[config.mk]
export PLATFORM = sky130hd
export DESIGN_NAME = ccff_chain_loader
export DESIGN_NICKNAME = d
export VERILOG_FILES = /design/src/rtl/ccff_loader_pkg.sv /design/src/rtl/ccff_crc8.sv /design/src/rtl/ccff_chain_loader.sv
export SDC_FILE = /design/constraint.sdc
export NUM_CORES = 1
export LEC_CHECK = 0
export CELL_PAD_IN_SITES_DETAIL_PLACEMENT = 0
export CELL_PAD_IN_SITES_GLOBAL_PLACEMENT = 2
export CORE_UTILIZATION = 25
export DETAILED_ROUTE_END_ITERATION = 8
export GPL_TIMING_DRIVEN = 0
export PLACE_DENSITY_LB_ADDON = 0.1
export SYNTH_ARGS = -nofsm -noshare
export SYNTH_HDL_FRONTEND = slang
export SYNTH_SLANG_ARGS = --single-unit
[constraint.sdc]
create_clock -name prog_clk -period 4.9 [get_ports prog_clk]
set_clock_uncertainty 0.15 [all_clocks]
set_input_delay 0.98 -clock prog_clk [delete_from_list [all_inputs] [get_ports prog_clk]]
set_output_delay 0.98 -clock prog_clk [all_outputs]
set_load 0.05 [all_outputs]
[src/rtl/ccff_loader_pkg.sv]
// rtl/ccff_loader_pkg.sv - shared state encoding and CRC-8 step for the configuration chain loader
package ccff_loader_pkg;

  typedef enum logic [1:0] {
    ST_IDLE   = 2'd0,
    ST_LOAD   = 2'd1,
    ST_VERIFY = 2'd2,
    ST_DONE   = 2'd3
  } state_e;

  localparam logic [7:0] CRC8_POLY = 8'h07;

  // MSB-first serial CRC-8, one input bit per call
  function automatic logic [7:0] crc8_step(input logic [7:0] crc, input logic din);
    logic fb;
    fb = crc[7] ^ din;
    return {crc[6:0], 1'b0} ^ (fb ? CRC8_POLY : 8'h00);
  endfunction

endpackage

[src/rtl/ccff_crc8.sv]
// rtl/ccff_crc8.sv - single-bit CRC-8 update register with synchronous clear and enable
module ccff_crc8
  import ccff_loader_pkg::*;
(
  input  logic       clk,
  input  logic       rst_n,
  input  logic       clr,
  input  logic       en,
  input  logic       din,
  output logic [7:0] crc
);

  logic [7:0] crc_q;
  logic [7:0] crc_d;

  always_comb begin
    crc_d = crc_q;
    if (clr) begin
      crc_d = 8'h00;
    end else if (en) begin
      crc_d = crc8_step(crc_q, din);
    end
  end

  always_ff @(posedge clk or negedge rst_n) begin
    if (!rst_n) begin
      crc_q <= 8'h00;
    end else begin
      crc_q <= crc_d;
    end
  end

  assign crc = crc_q;

endmodule

[src/rtl/ccff_chain_loader.sv]
// rtl/ccff_chain_loader.sv - serialises bitstream words into a configuration chain with optional CRC readback
module ccff_chain_loader
  import ccff_loader_pkg::*;
#(
  parameter int CHAIN_LEN = 18,
  parameter int WORD_W    = 8
) (
  input  logic              prog_clk,
  input  logic              prog_reset_n,
  input  logic              cfg_start,
  input  logic              cfg_verify_en,
  input  logic [WORD_W-1:0] cfg_data,
  input  logic              cfg_valid,
  output logic              cfg_ready,
  output logic              ccff_head,
  input  logic              ccff_tail,
  output logic              prog_clk_en,
  output logic              busy,
  output logic              done,
  output logic              err
);

  localparam int CW = $clog2(CHAIN_LEN + 1);
  localparam int BW = $clog2(WORD_W + 1);

  localparam logic [CW-1:0] LAST_CNT  = CW'(CHAIN_LEN - 1);
  localparam logic [CW-1:0] CNT_ONE   = CW'(1);
  localparam logic [BW-1:0] BUF_FULL  = BW'(WORD_W);
  localparam logic [BW-1:0] BUF_ONE   = BW'(1);

  state_e            state_q, state_d;
  logic              verify_q, verify_d;
  logic [CW-1:0]     cnt_q, cnt_d;
  logic [WORD_W-1:0] buf_q, buf_d;
  logic [BW-1:0]     buf_cnt_q, buf_cnt_d;
  logic              prog_clk_en_q, prog_clk_en_d;
  logic              busy_q, busy_d;
  logic              done_q, done_d;
  logic              err_q, err_d;

  logic       crc_clr;
  logic       shift_ld;
  logic       last_ld;
  logic       take;
  logic [7:0] crc_ld;
  logic [7:0] crc_rb;

  // prog_clk_en_q is precomputed for the coming cycle, so it doubles as "buffer is shifting"
  assign shift_ld = (state_q == ST_LOAD) && prog_clk_en_q;
  assign last_ld  = shift_ld && (cnt_q == LAST_CNT);

  // Refill while the final buffered bit shifts out, but never on the last chain bit
  assign cfg_ready = (state_q == ST_LOAD) &&
                     ((buf_cnt_q == '0) ||
                      ((buf_cnt_q == BUF_ONE) && prog_clk_en_q && (cnt_q != LAST_CNT)));
  assign take      = cfg_valid && cfg_ready;

  assign ccff_head = prog_clk_en_q & ((state_q == ST_VERIFY) ? ccff_tail : buf_q[0]);

  always_comb begin
    state_d   = state_q;
    verify_d  = verify_q;
    cnt_d     = cnt_q;
    buf_d     = buf_q;
    buf_cnt_d = buf_cnt_q;
    err_d     = err_q;
    crc_clr   = 1'b0;

    case (state_q)
      ST_IDLE: begin
        if (cfg_start) begin
          state_d   = ST_LOAD;
          verify_d  = cfg_verify_en;
          cnt_d     = '0;
          buf_d     = '0;
          buf_cnt_d = '0;
          err_d     = 1'b0;
          crc_clr   = 1'b1;
        end
      end

      ST_LOAD: begin
        if (last_ld) begin
          cnt_d     = '0;
          buf_d     = '0;
          buf_cnt_d = '0;
          state_d   = verify_q ? ST_VERIFY : ST_DONE;
        end else begin
          if (shift_ld) begin
            buf_d     = buf_q >> 1;
            buf_cnt_d = buf_cnt_q - BUF_ONE;
            cnt_d     = cnt_q + CNT_ONE;
          end
          if (take) begin
            buf_d     = cfg_data;
            buf_cnt_d = BUF_FULL;
          end
        end
      end

      ST_VERIFY: begin
        if (cnt_q == LAST_CNT) begin
          cnt_d   = '0;
          state_d = ST_DONE;
          // Fold in the final returned bit so err is valid alongside done
          err_d   = verify_q && (crc8_step(crc_rb, ccff_tail) != crc_ld);
        end else begin
          cnt_d = cnt_q + CNT_ONE;
        end
      end

      ST_DONE: begin
        state_d = ST_IDLE;
      end

      default: begin
        state_d = ST_IDLE;
      end
    endcase
  end

  always_comb begin
    prog_clk_en_d = ((state_d == ST_LOAD) && (buf_cnt_d != '0)) || (state_d == ST_VERIFY);
    busy_d        = (state_d == ST_LOAD) || (state_d == ST_VERIFY);
    done_d        = (state_d == ST_DONE);
  end

  always_ff @(posedge prog_clk or negedge prog_reset_n) begin
    if (!prog_reset_n) begin
      state_q       <= ST_IDLE;
      verify_q      <= 1'b0;
      cnt_q         <= '0;
      buf_q         <= '0;
      buf_cnt_q     <= '0;
      prog_clk_en_q <= 1'b0;
      busy_q        <= 1'b0;
      done_q        <= 1'b0;
      err_q         <= 1'b0;
    end else begin
      state_q       <= state_d;
      verify_q      <= verify_d;
      cnt_q         <= cnt_d;
      buf_q         <= buf_d;
      buf_cnt_q     <= buf_cnt_d;
      prog_clk_en_q <= prog_clk_en_d;
      busy_q        <= busy_d;
      done_q        <= done_d;
      err_q         <= err_d;
    end
  end

  ccff_crc8 u_crc_ld (
    .clk   (prog_clk),
    .rst_n (prog_reset_n),
    .clr   (crc_clr),
    .en    (shift_ld),
    .din   (buf_q[0]),
    .crc   (crc_ld)
  );

  ccff_crc8 u_crc_rb (
    .clk   (prog_clk),
    .rst_n (prog_reset_n),
    .clr   (crc_clr),
    .en    (state_q == ST_VERIFY),
    .din   (ccff_tail),
    .crc   (crc_rb)
  );

  assign prog_clk_en = prog_clk_en_q;
  assign busy        = busy_q;
  assign done        = done_q;
  assign err         = err_q;

endmodule

## After elaboration in Yosys (flattened, before gate mapping)

Index checks and enable logic that the tools add are counted.

| word-level totals | value |
|---|---|
| register bits | 40 |
| output and inout bits | 6 |
| logic and storage cells | 87 |

| operators by class | value |
|---|---|
| $add $sub $neg | 2 |
| equal/unequal tests | 14 |
| multiplexer cells | 32 |
| bitwise logic cells | 5 |
| reductions and logical operators | 23 |

Operator list:

| kind | count |
|---|---|
| 2-to-1 mux 8 bit | 8 |
| 2-to-1 mux 5 bit | 4 |
| 2-to-1 mux 4 bit | 4 |
| one-hot mux 8 bit (2 select lines) | 1 |
| XOR 8 bit | 2 |
| one-hot mux 5 bit (3 select lines) | 1 |
| AND reduction 3 bit | 3 |
| equality test 2 bit, second input constant | 4 |
| logical AND 1 bit | 8 |
| != test 8 bit | 1 |
| one-hot mux 2 bit (4 select lines) | 1 |
| one-hot mux 4 bit (2 select lines) | 1 |
| nonzero test 2 bit | 4 |
| 2-to-1 mux 1 bit | 6 |
| 2-to-1 mux 2 bit | 3 |
| 2-to-1 mux 3 bit | 2 |
| adder 5 x 1 -> 5 bit, second input constant | 1 |
| equality test 5 bit, second input constant | 1 |
| != test 5 bit, second input constant | 1 |
| equality test 2 x 1 -> 1 bit, second input constant | 2 |
| equality test 4 x 1 -> 1 bit, second input constant | 1 |
| logical NOT 4 bit | 1 |
| != test 2 bit, second input constant | 2 |
| != test 4 bit, second input constant | 1 |
| 10 further kinds | 13 |

## Logic depth before layout (Yosys ltp)

Gate-level depths: netlist (run 1).

| depth | value |
|---|---|
| depth after elaboration | 12 |
| mapped depth | 10 |

## By module

Synthesis (run 1) repeated with hierarchy kept, for this count alone.

| second synthesis, totals | value |
|---|---|
| cells, all modules | 220 |
| area, all modules | 2311.0 µm² |

Modules (own cells, without submodules):

| module | instances | cells an instance | area each (µm²) | seq. area each (µm²) |
|---|---|---|---|---|
| ccff_chain_loader | 1 | 156 | 1565.3 | 600.6 |
| ccff_crc8 | 2 | 32 | 372.9 | 200.2 |

## Worst setup path after synthesis (run 1)

OpenSTA, ideal clock, no wires.

| timing path | value |
|---|---|
| path type | register to output |
| start | reg state_q[0] |
| end | out ccff_head |
| arrival | 1703 ps |
| required time | 3770 ps |
| path slack | 2067 ps |
| stages on the path, launching flop included | 6 |
| cells stage by stage | dfrtp_1 inv_1 ha_1 buf_2 mux2i_1 nor2_1 |

| on the way | value |
|---|---|
| longest elaborated chain between the ends | 3 |

RTL lines:

| item | line | source |
|---|---|---|
| start, declared | ccff_chain_loader.sv:31 | `state_e state_q, state_d;` |
| start signal, assigned | ccff_chain_loader.sv:140 | `state_q <= state_d;` |
| equality test 2 bit | ccff_chain_loader.sv:58 | `assign ccff_head = prog_clk_en_q & ((state_q == ST_VERIFY) ? ccff_tail : buf_q[0]);` |
| 2-to-1 mux 1 bit | ccff_chain_loader.sv:58 |  |
| bitwise AND 1 bit | ccff_chain_loader.sv:58 |  |
| end, declared | ccff_chain_loader.sv:15 | `output logic ccff_head,` |

No other way between the ends.

## Worst setup path after layout (run 1)

| timing path | value |
|---|---|
| start | reg state_q[1] |
| end | out cfg_ready |

| on the way | value |
|---|---|
| longest elaborated chain between the ends | 2 |

RTL lines:

| item | line | source |
|---|---|---|
| equality test 2 x 1 -> 1 bit | ccff_chain_loader.sv:53 | `assign cfg_ready = (state_q == ST_LOAD) &&` |
| logical AND 1 bit | ccff_chain_loader.sv:53 |  |
| end, declared | ccff_chain_loader.sv:14 | `output logic cfg_ready,` |

No other way between the ends.

==> results.txt, run 1 <==
The flow ran to the end, and the final reports show no timing, DRC or antenna violations. The number of synthesized register bits came out at 40. The buffer cell driving the clock tree root is sky130_fd_sc_hd__clkbuf_8. For this design the top-level I/O count stands at 20.

The final setup violation count is 0. The arrival time at the worst endpoint is 2650 ps. The worst hold path begins at buf_q[6].

The clock net sink count came out at 40. After clock tree synthesis, the clock-pin slew on the worst setup and hold paths is 80 ps. The worst reg-to-reg path cell count came out at 10.

The count of distinct cell types in the synthesized netlist came out at 48. Leaving out fill and tap cells, the most frequent cell in the layout is sky130_fd_sc_hd__dfrtp_1. The worst slack at placement is about 1200 ps.

Setup slack on the worst reg-to-reg path comes out at ~2300 ps. The cell count of the worst hold path came out at 2. The count of routing violations after the opening detailed-route iteration is 87. The average cell area after synthesis is roughly 10 um2. The adder-cell area share of the yosys netlist is 0.0673. After legalization and detailed placement, the total HPWL measured roughly 3800 um. The overall power of the completed layout is about 1400 uW. The worst register-to-register path begins at state_q[1].

The headroom to the max-slew limit is 0.578. The synthesized-area fraction occupied by ao, oa, aoi and oai cells came out at 0.152. The remaining design rule violation count came out at 0.

The total of max-cap violations came out at 0. The number of max-slew violations in the final report came out at 0. The class of the tightest hold or removal check is register to register. The post-synthesis instance total came out at 228. The total iterations of the first detailed-routing run came out at 4. The final worst-path cycle share is 0.771.

The row count came out at 34. The TritonCTS clock tree is done. The weighted congestion at the end of routability-driven global placement came out at between 0.6 and 0.7. The final hold violation count came out at 0. For this run, the post-layout net count is 281. Fill cells in the final layout number just over 900.

The remaining antenna violation count after routing is 0. Of the synthesized area, sequential elements account for 0.449. Of all nets on the critical path, the largest fanout is 8.

The leftover overflow at the end of global routing came out at 0. The buffer levels on the longest clock path came out at 2. The initial core utilization is 0.257.

The endpoint identified for the worst register-to-register timing path is prog_clk_en. After synthesis, the share of cell area in mux cells is 0.0768. The maximum clock rate is about 260 MHz. Across every metal layer, demand over resource in global routing totals 0.126.

The number of clock buffers inserted by TritonCTS came out at 5. The overall via count from detail_route is between 1500 and 2000. For the worst setup path, the data required time is between 3000 and 4000 ps. The combined flip-flop and latch cell area came out at roughly 1000 um2. The share of final-layout standard cells stronger than drive strength 1 came out at 0.0980. The antenna cell count is 0. In the layout the commonest cells are sky130_fd_sc_hd__dfrtp_1 (40), sky130_fd_sc_hd__nand2_1 (31), sky130_fd_sc_hd__o21ai_0 (22). The post-synthesis instance area came out at between 2000 and 2500 um2. The floorplan step defined a die boundary enclosing 9310 um2. Summed over all cells, the static leakage comes to approximately 0.0012 uW.

The power per cell area is 508 nW/um2. The largest net degree at the start of global routing came out at 32. The number of setup buffers added after CTS came out at 0.

The wire length of the first global-routing pass is just under 9000 um. In the final routed layout, each cell accounts on average for 14.2 um. The maximum level of the CTS H-tree is 2. The worst min-delay path endpoint is buf_q[6]. The count of buffers inserted at the top-level ports came out at 19. The total number of yosys warnings came out at 0. The clock reaches the later pin of the worst-skew pair after roughly 290 ps. The final-layout setup total negative slack is 0 ps. The number of global-route vias before repair is 1688. The initial antenna violation count came out at 0. The actual slew at the worst max-slew pin is around 630 ps. Setup repair after global routing left no endpoint under its margin. The post-cts gate resize count came out at 0. The post-route minimum period is around 3800 ps. VDD sags by at most 0.196 mV.

By area, the combinational part of the netlist is dominated by simple AND/OR/NAND/NOR gates. The area of the multi-input gates is 1140 um2. Dividing the detail-routed via count by the number of cells gives about 4.6. The nature of the critical path endpoint is an output pin. The layout overhead on the synthesized area came out at 21.0%. The path type of the worst setup path is register to output pin. The number of buffers inserted by hold repair at cts is 0.

Measured along the x axis, the die boundary spans between 90 and 100 um. The core area came out at 8680 um2. When the netlist entered floorplanning its net count stood at roughly 250. The height of the die is 96.5 um.

The worst setup path is launched from a register. Of the total synthesized cell area, the portion taken by AND, OR, NAND and NOR gates is 0.159. For this block, the routed nets add up to between 5000 and 6000 um of wire.

The parity-gate share of the synthesized area counting xor and xnor cells came out at 0.0583. Setup slack closes at about 1100 ps.
==> synth_stat cells, drive strengths merged <==
cell type	number	area, um2
o2111a	1	11.3
mux2i	16	160
xor2	9	86.3
and2	3	18.8
a211oi	2	15.0
nor2	13	48.8
clkbuf	2	7.51
inv	13	48.8
and4bb	2	25.0
nand4	2	12.5
a41oi	1	8.76
o21ai	23	119
a31o	1	8.76
a311oi	1	8.76
a31oi	3	18.8
o22ai	1	6.26
a21oi	15	86.3
o31a	1	8.76
xnor2	5	43.8
and3	1	6.26
nand2b	2	12.5
dfrtp	40	1000
o2bb2ai	1	8.76
buf	4	28.8
ha	12	150
or3	4	30.0
and2b	1	7.51
or2	2	12.5
o22a	1	8.76
nor4	1	6.26
a21o	1	7.51
o211ai	1	7.51
o21bai	1	7.51
nand3	3	15.0
nor3	4	20.0
mux2	1	11.3
nand2	32	128
nand4bb	1	11.3
o31ai	1	7.51
==> worst max-delay path by stage <==
stage / start / slack, ps / cells after the start / end
final: state_q[1] / 1120 / 6 / cfg_ready
after global routing: state_q[1] / 940 / 6 / cfg_ready
after CTS: state_q[1] / 1080 / 6 / cfg_ready
after global placement: ccff_tail / 1260 / 4 / ccff_head
after floorplan: state_q[0] / 2070 / 5 / ccff_head
after detailed placement: ccff_tail / 1240 / 4 / ccff_head
==> metal layers <==
| metal | part of all wire | vias to the layer above | track usage |
|---|---|---|---|
| li1 | - | 842 | - |
| met1 | 0.50 | 796 | 0.174 |
| met2 | 0.46 | 18 | 0.198 |
| met3 | 0.023 | 4 | 0.0258 |
| met4 | 0.0093 | 0 | 0.0368 |
| met5 | 0 | - | 0 |
==> critical path, stage by stage, from the launching register on <==
cell	delay [ps]
sky130_fd_sc_hd__dfrtp_1	420
sky130_fd_sc_hd__inv_1	100
sky130_fd_sc_hd__ha_1	320
sky130_fd_sc_hd__inv_2	130
sky130_fd_sc_hd__or3_1	390
sky130_fd_sc_hd__and2b_1	210
sky130_fd_sc_hd__clkdlybuf4s50_1	800
==> cell families after synthesis <==
kind of cell    Yosys count
flops                    40
simple gates             71
xor+xnor                 14
compound gates           55
fa+ha+maj                12
mux                      17
buf+inv                  19
==> sequential cells by signal, summed over array words and instances, names as in the netlist <==
name	count
buf_q	8
u_crc_ld.crc	8
u_crc_rb.crc	8
cnt_q	5
buf_cnt_q	4
state_q	2
busy	1
done	1
err	1
prog_clk_en	1
verify_q	1
==> cell type report <==
cell class	count	area share
Inverter	13	0.0181
Tap cell	108	0.0500
Buffer	6	0.0134
Multi-Input combinational cell	169	0.424
Clock buffer	5	0.0255
Sequential cell	40	0.371
Timing Repair Buffer	20	0.0760
Clock inverter	2	0.0222
==> report_power, final <==
group	leakage (uW)	switching, uW	internal, uW
combinational	0.000599	354	231
clock	0.0000642	122	201
sequential	0.000546	61.8	401
==> per-stage QoR <==
stage          area, um2  hold slack [ps]  instances   util
6_report            2700              336        363  0.311
3_3_place_gp        2560              318        355  0.295
2_1_floorplan       2230              298        228      -
4_1_cts             2700              341        363  0.311
5_1_grt             2700              362        363  0.311
3_5_place_dp        2570              322        356  0.296
No activity file was read; power rests on OpenSTA's default activity.
==> run 2: changes to the inputs <==
Clock period 4.9 ns to 3.2 ns, I/O delays scaled along.
==> results.txt, run 2 (same netlist as run 1, synthesis figures left out) <==
After clock tree synthesis, the clock-pin slew on the worst setup and hold paths is around 80 ps. Timing would allow up to approximately 340 MHz. The antenna cell count came out at 0. The setup slack on the worst flop-to-flop path came out at about 630 ps. The wire length on met3 is roughly 110 um. In the global route stage, overall resource usage came out at 0.126. In this run the worst path has a maximum fanout of 10. The clock period could shrink to approximately 3000 ps. The buffer levels on the longest clock path is 2. The wire length of the first global-routing pass came out at 8910 um. The commonest non-fill, non-tap cell in the layout is sky130_fd_sc_hd__dfrtp_1. The remaining design rule violation count came out at 0.

The sum of routed wire segments on met1 is approximately 2600 um. The floorplan has 34 rows. CTS placed an instance of sky130_fd_sc_hd__clkbuf_8 at the clock tree root. In the routed layout, each cell is associated on average with a via count of approximately 4.6. The initial utilization of the core area, before any placement, comes to 0.257. The actual slew at the worst max-slew pin is ~630 ps. In the layout the commonest cells are sky130_fd_sc_hd__dfrtp_1 (40), sky130_fd_sc_hd__nand2_1 (31), sky130_fd_sc_hd__o21ai_0 (22).

The worst slack at placement came out at around 52 ps. Setup violations remaining at the end of the flow were counted as 0. Dividing the final minimum period by the clock period gives 0.918. The leakage power came out at around 0.0012 uW. The clock net sink count is 40. The arrival time at the worst endpoint came out at ~2200 ps. The post-route worst setup slack is 262 ps. For this block, the via count after detailed routing is ~1700. The insertion delay to the later sink of the worst-skew pair came out at between 200 and 300 ps. The tightest min-delay check is of the input port to asynchronous set/reset pin type. The maximum level of the CTS H-tree is 2. For this run, the detailed router's first-pass iteration total came to 4. The count of buffers added on input and output ports is 19. The number of global-route vias before repair came out at 1688. The largest net degree at the start of global routing is 32.

The delay contributed by the slowest stage of the critical path came out at around 530 ps. The highest signal layer in the routed design is met4. On the critical path, the stage with the largest delay is an instance of sky130_fd_sc_hd__dlygate4sd2_1. Summed over all nets, the half-perimeter wirelength after detailed placement is 3750 um. STA puts the critical path data required time at between 2000 and 2500 ps.

Relative to the synthesized area, the layout overhead comes to 20.8%. The core area came out at between 8000 and 9000 um2. For this run, the post-layout net count is between 200 and 300. The utilization of the core after routing came out at 0.310.

The routed length per placed instance is ~14 um. The share of final-layout standard cells stronger than drive strength 1 is 0.102. Measured in cells, the most critical reg-to-reg path has a length of 10. The headroom to the max-slew limit is 0.578. The worst voltage drop across the vdd grid came out at around 0.3 mV. After the first detailed-routing iteration, the DRC count stood at 76. The total of max-cap violations came out at 0. Setup repair after global routing left no endpoint under its margin. Hold repair after CTS inserted 0 buffers. The initial antenna violation count came out at 0. The final hold violation count is 0. The remaining antenna violation count after routing came out at 0. The number of filler cells placed in the layout came out at between 900 and 1000. The number of max-slew violations in the final report is 0. The nature of the critical path endpoint is an output pin. The flow ran to the end, and the final reports show no timing, DRC or antenna violations. The power per cell area is between 700 and 800 nW/um2. 20 I/O pins were placed. The weighted congestion at the end of routability-driven global placement came out at slightly below 0.7. The path type of the worst setup path is register to output pin.

The post-detailed-routing wire length came out at ~5200 um. The endpoint of the most critical register-to-register path is prog_clk_en. The wire length on met2 is between 2000 and 2500 um. TritonCTS built the clock tree. The worst slack on hold paths came out at approximately 66 ps.

The signal on the critical path passes through inv_1 > ha_1 > buf_2 > mux2i_1 > nor2_1 > dlygate4sd2_1. The floorplan step set the die width to 96.5 um. The overall die area came out at about 9300 um2. The number of clock buffers inserted by TritonCTS came out at 5. Measured along the y axis, the die boundary spans between 90 and 100 um. In the final timing run, aggregate negative setup slack is 0 ps. The leftover overflow at the end of global routing is 0. The startpoint type of the worst setup path is a register. The startpoint identified for the worst register-to-register timing path is state_q[1].
## run 2: power breakdown
| group | switching, uW | internal, uW | total [uW] | leakage [uW] |
|---|---|---|---|---|
| logic | 543 | 344 | 886 | 0.000605 |
| clock network | 187 | 307 | 495 | 0.0000642 |
| registers | 94.7 | 614 | 709 | 0.000546 |
## run 2: layer usage
metal,vias up,GRT usage
met1,804,0.174
met5,-,0
met3,4,0.0258
met4,0,0.0368
met2,14,0.198
li1,842,-
## run 2: per-stage QoR
stage | total power [uW] | std cells | cell area, um2
global route | 2270 | 363 | 2690
CTS | 2140 | 363 | 2700
detailed placement | 1630 | 356 | 2570
global placement | 1650 | 355 | 2560
finish | 2090 | 363 | 2690
floorplan | 1360 | 228 | 2230
## run 2: worst max path at each step
stage / start / to / slack [ps]
floorplan: state_q[0] / ccff_head / 710
global placement: prog_reset_n / buf_q[3] / 40
detailed placement: state_q[1] / cfg_ready / 50
CTS: state_q[1] / cfg_ready / 20
global route: state_q[0] / ccff_head / 80
finish: state_q[0] / ccff_head / 260
## run 2: cell type report
cell class / count / area, um2 / area share
Sequential cell: 40 / 1000 / 0.372
Multi-Input combinational cell: 169 / 1140 / 0.425
Buffer: 6 / 36.3 / 0.0135
Inverter: 13 / 48.8 / 0.0181
Timing Repair Buffer: 20 / 199 / 0.0739
Tap cell: 108 / 135 / 0.0502
Clock buffer: 5 / 68.8 / 0.0255
Clock inverter: 2 / 60.1 / 0.0223
## run 2: timing repair
action,CTS,global route
buffers inserted,0,0
pin swaps,0,0
resized for setup,3,1
endpoints found under the setup margin,2,1
## run 2: worst max-delay path: cells and delay by family (launching register included)
kind | cells | cell delay (ps)
and+or+nand+nor | 1 | 90
DFF | 1 | 420
muxes | 1 | 130
adders and majority gates | 1 | 250
buffers and inverters | 3 | 970
==> run 3: changes to the inputs <==
Settings changed: CORE_UTILIZATION 25 to 33.
==> results.txt, run 3 (same netlist as run 1, synthesis figures left out) <==
For this run, the total global-route usage over all layers was measured as 0.149. The actual slew at the worst max-slew pin is ~600 ps. The final hold violation count is 0. The layout overhead on the synthesized area came out at 18.7%. Counting the buffers created by CTS gives 5. The startpoint type of the worst setup path is a register.

The post-route worst setup slack came out at approximately 230 ps. The die width is 84.2 um. The TritonCTS clock tree is done. The clock net sink count came out at 40. The flow ran to the end, and the final reports show no timing, DRC or antenna violations.

The leftover overflow at the end of global routing is 0. Entering global routing, the biggest net connects 29 pins. 20 I/O pins were placed. The post-detailed-routing wire length is approximately 4800 um.

The final worst-path cycle share came out at 0.929. The path type of the worst setup path is register to output pin. The total area inside the core boundary comes to approximately 6400 um2. In the layout the commonest cells are sky130_fd_sc_hd__dfrtp_1 (40), sky130_fd_sc_hd__nand2_1 (31), sky130_fd_sc_hd__o21ai_0 (22). The maximum clock rate came out at ~340 MHz. The leakage power came out at between 0.001 and 0.0015 uW.

Of the cells placed in the final design, the portion with a size suffix greater than 1 is 0.105. The total iterations of the first detailed-routing run came out at 4. The maximum fanout count along the critical path came out at 10.

The insertion delay to the later sink of the worst-skew pair is about 290 ps. The initial antenna violation count is 0. The number of buffers inserted by hold repair at cts is 0. The antenna cell count came out at 0. The weighted congestion at the end of routability-driven global placement is slightly below 0.8. The count of buffers inserted at the top-level ports came out at 19. The overall die area is 7090 um2. The count of routing violations after the opening detailed-route iteration is 91.

The layout has 649 filler cells. In the final routed layout, each cell accounts on average for ~14 um. The combined flip-flop and latch cell area is 1000 um2. The worst slack on hold paths is a little under 90 ps. The H-tree generated during clock tree synthesis spans 2 levels. The total of max-cap violations came out at 0. For this configuration, the core starts out at a cell density of 0.347.

Clock-pin slew was measured on the worst setup and hold paths at around 80 ps. The area of the multi-input gates is between 1000 and 1500 um2. The sequential cell fraction of total power is 0.349.

The root buffer cell chosen for the clock tree is sky130_fd_sc_hd__clkbuf_8. The combinational group share of total power is 0.434. The worst-case IR drop observed on VDD is ~0.36 mV. The worst slack at placement came out at ~74 ps. The final-layout setup total negative slack is 0 ps. Setup repair after global routing left no endpoint under its margin. The remaining antenna violation count after routing came out at 0. The placed wire-length estimate is 3540 um. The count of nets after finishing came out at about 280. The overall via count from detail_route came out at between 1500 and 2000. The headroom to the max-slew limit is 0.587. In this run the core area contains 29 standard-cell rows.

The class of the tightest hold or removal check is input port to asynchronous set/reset pin. The height of the die came out at roughly 84 um. Counting I/O delays and the setup requirement, the final critical path takes a little under 3000 ps. STA puts the critical path data arrival time at roughly 2200 ps. The power per cell area came out at ~770 nW/um2. Of the total power, the share spent switching nets is 0.403. The wire length of the first global-routing pass came out at between 8000 and 9000 um. The nature of the critical path endpoint is an output pin. The power spent charging and discharging nets is 819 uW.

The final setup violation count is 0. In the routed layout, each cell is associated on average with a via count of 5.06. The commonest non-fill, non-tap cell in the layout is sky130_fd_sc_hd__dfrtp_1.

The buffer levels on the longest clock path came out at 2. The power share of the clock group came out at 0.218. The endpoint required time on the critical path is 2410 ps. The number of global-route vias before repair is about 1800. The number of max-slew violations in the final report is 0. The cell-internal power came out at between 1000 and 1500 uW. In the routed design, unresolved DRC markers number 0.
## run 3: cell count changes in the layout (fill, tap and decap cells not counted)
| cell | before | now |
|---|---|---|
| sky130_fd_sc_hd__bufinv_16 | 2 | 1 |
| sky130_fd_sc_hd__clkbuf_8 | 5 | 6 |
| sky130_fd_sc_hd__clkinv_4 | 0 | 1 |
## run 3: power by group through the flow
stage | clock network [uW] | registers (uW) | logic, uW
2_1_floorplan | 0 | 731 | 631
3_3_place_gp | 0 | 718 | 910
3_5_place_dp | 0 | 718 | 905
4_1_cts | 461 | 709 | 901
5_1_grt | 482 | 726 | 999
6_report | 442 | 708 | 882
## run 3: path summary, 6_finish.rpt
kind                              startpoint               to  slack (ps)  cells after the start
worst max-delay path              state_q[0]        ccff_head         230                      6
worst min-delay path            prog_reset_n         buf_q[7]          90                      1
worst max register to register      cnt_q[0]      prog_clk_en         640                      9
worst min register to register      buf_q[3]         buf_q[3]         330                      2
max in group asynchronous       prog_reset_n  u_crc_rb.crc[1]        2350                      2
min in group prog_clk               buf_q[3]         buf_q[3]         330                      2
## run 3: routing by layer
metal  share of wire  track usage  vias to the layer above  routed length [um]
met4          0.0084       0.0423                        0                  40
met3           0.029       0.0324                        4                 138
met2            0.46        0.239                       24                2200
li1                -            -                      844                   -
met1            0.50        0.203                      814                2400
met5               0            0                        -                   0
## run 3: worst max-delay path, cell delays in order, from the launching register on
cell and delay, ps:
sky130_fd_sc_hd__dfrtp_1 410, sky130_fd_sc_hd__inv_1 110, sky130_fd_sc_hd__ha_1 240, sky130_fd_sc_hd__buf_2 330, sky130_fd_sc_hd__mux2i_1 150, sky130_fd_sc_hd__nor2_1 120
sky130_fd_sc_hd__dlygate4sd2_1 540
## run 3: layout make-up
| class | count | share of cell area |
|---|---|---|
| Buffer | 6 | 0.0137 |
| Clock buffer | 6 | 0.0312 |
| Clock inverter | 2 | 0.0147 |
| Inverter | 13 | 0.0184 |
| Multi-Input combinational cell | 169 | 0.432 |
| Sequential cell | 40 | 0.378 |
| Tap cell | 77 | 0.0364 |
| Timing Repair Buffer | 20 | 0.0751 |
## run 3: repair_timing
| item | 4_1_cts | 5_1_grt |
|---|---|---|
| pin swaps | 0 | 0 |
| buffers inserted | 0 | 0 |
| gates resized for setup | 2 | 2 |
| endpoints found under the setup margin | 2 | 1 |
## run 3: through the flow
step	total power [uW]	utilization	std cells	area (um2)
2_1_floorplan	1360	-	228	2230
3_3_place_gp	1630	0.392	324	2520
3_5_place_dp	1620	0.394	325	2530
4_1_cts	2070	0.413	333	2650
5_1_grt	2210	0.412	333	2650
6_report	2030	0.412	333	2650
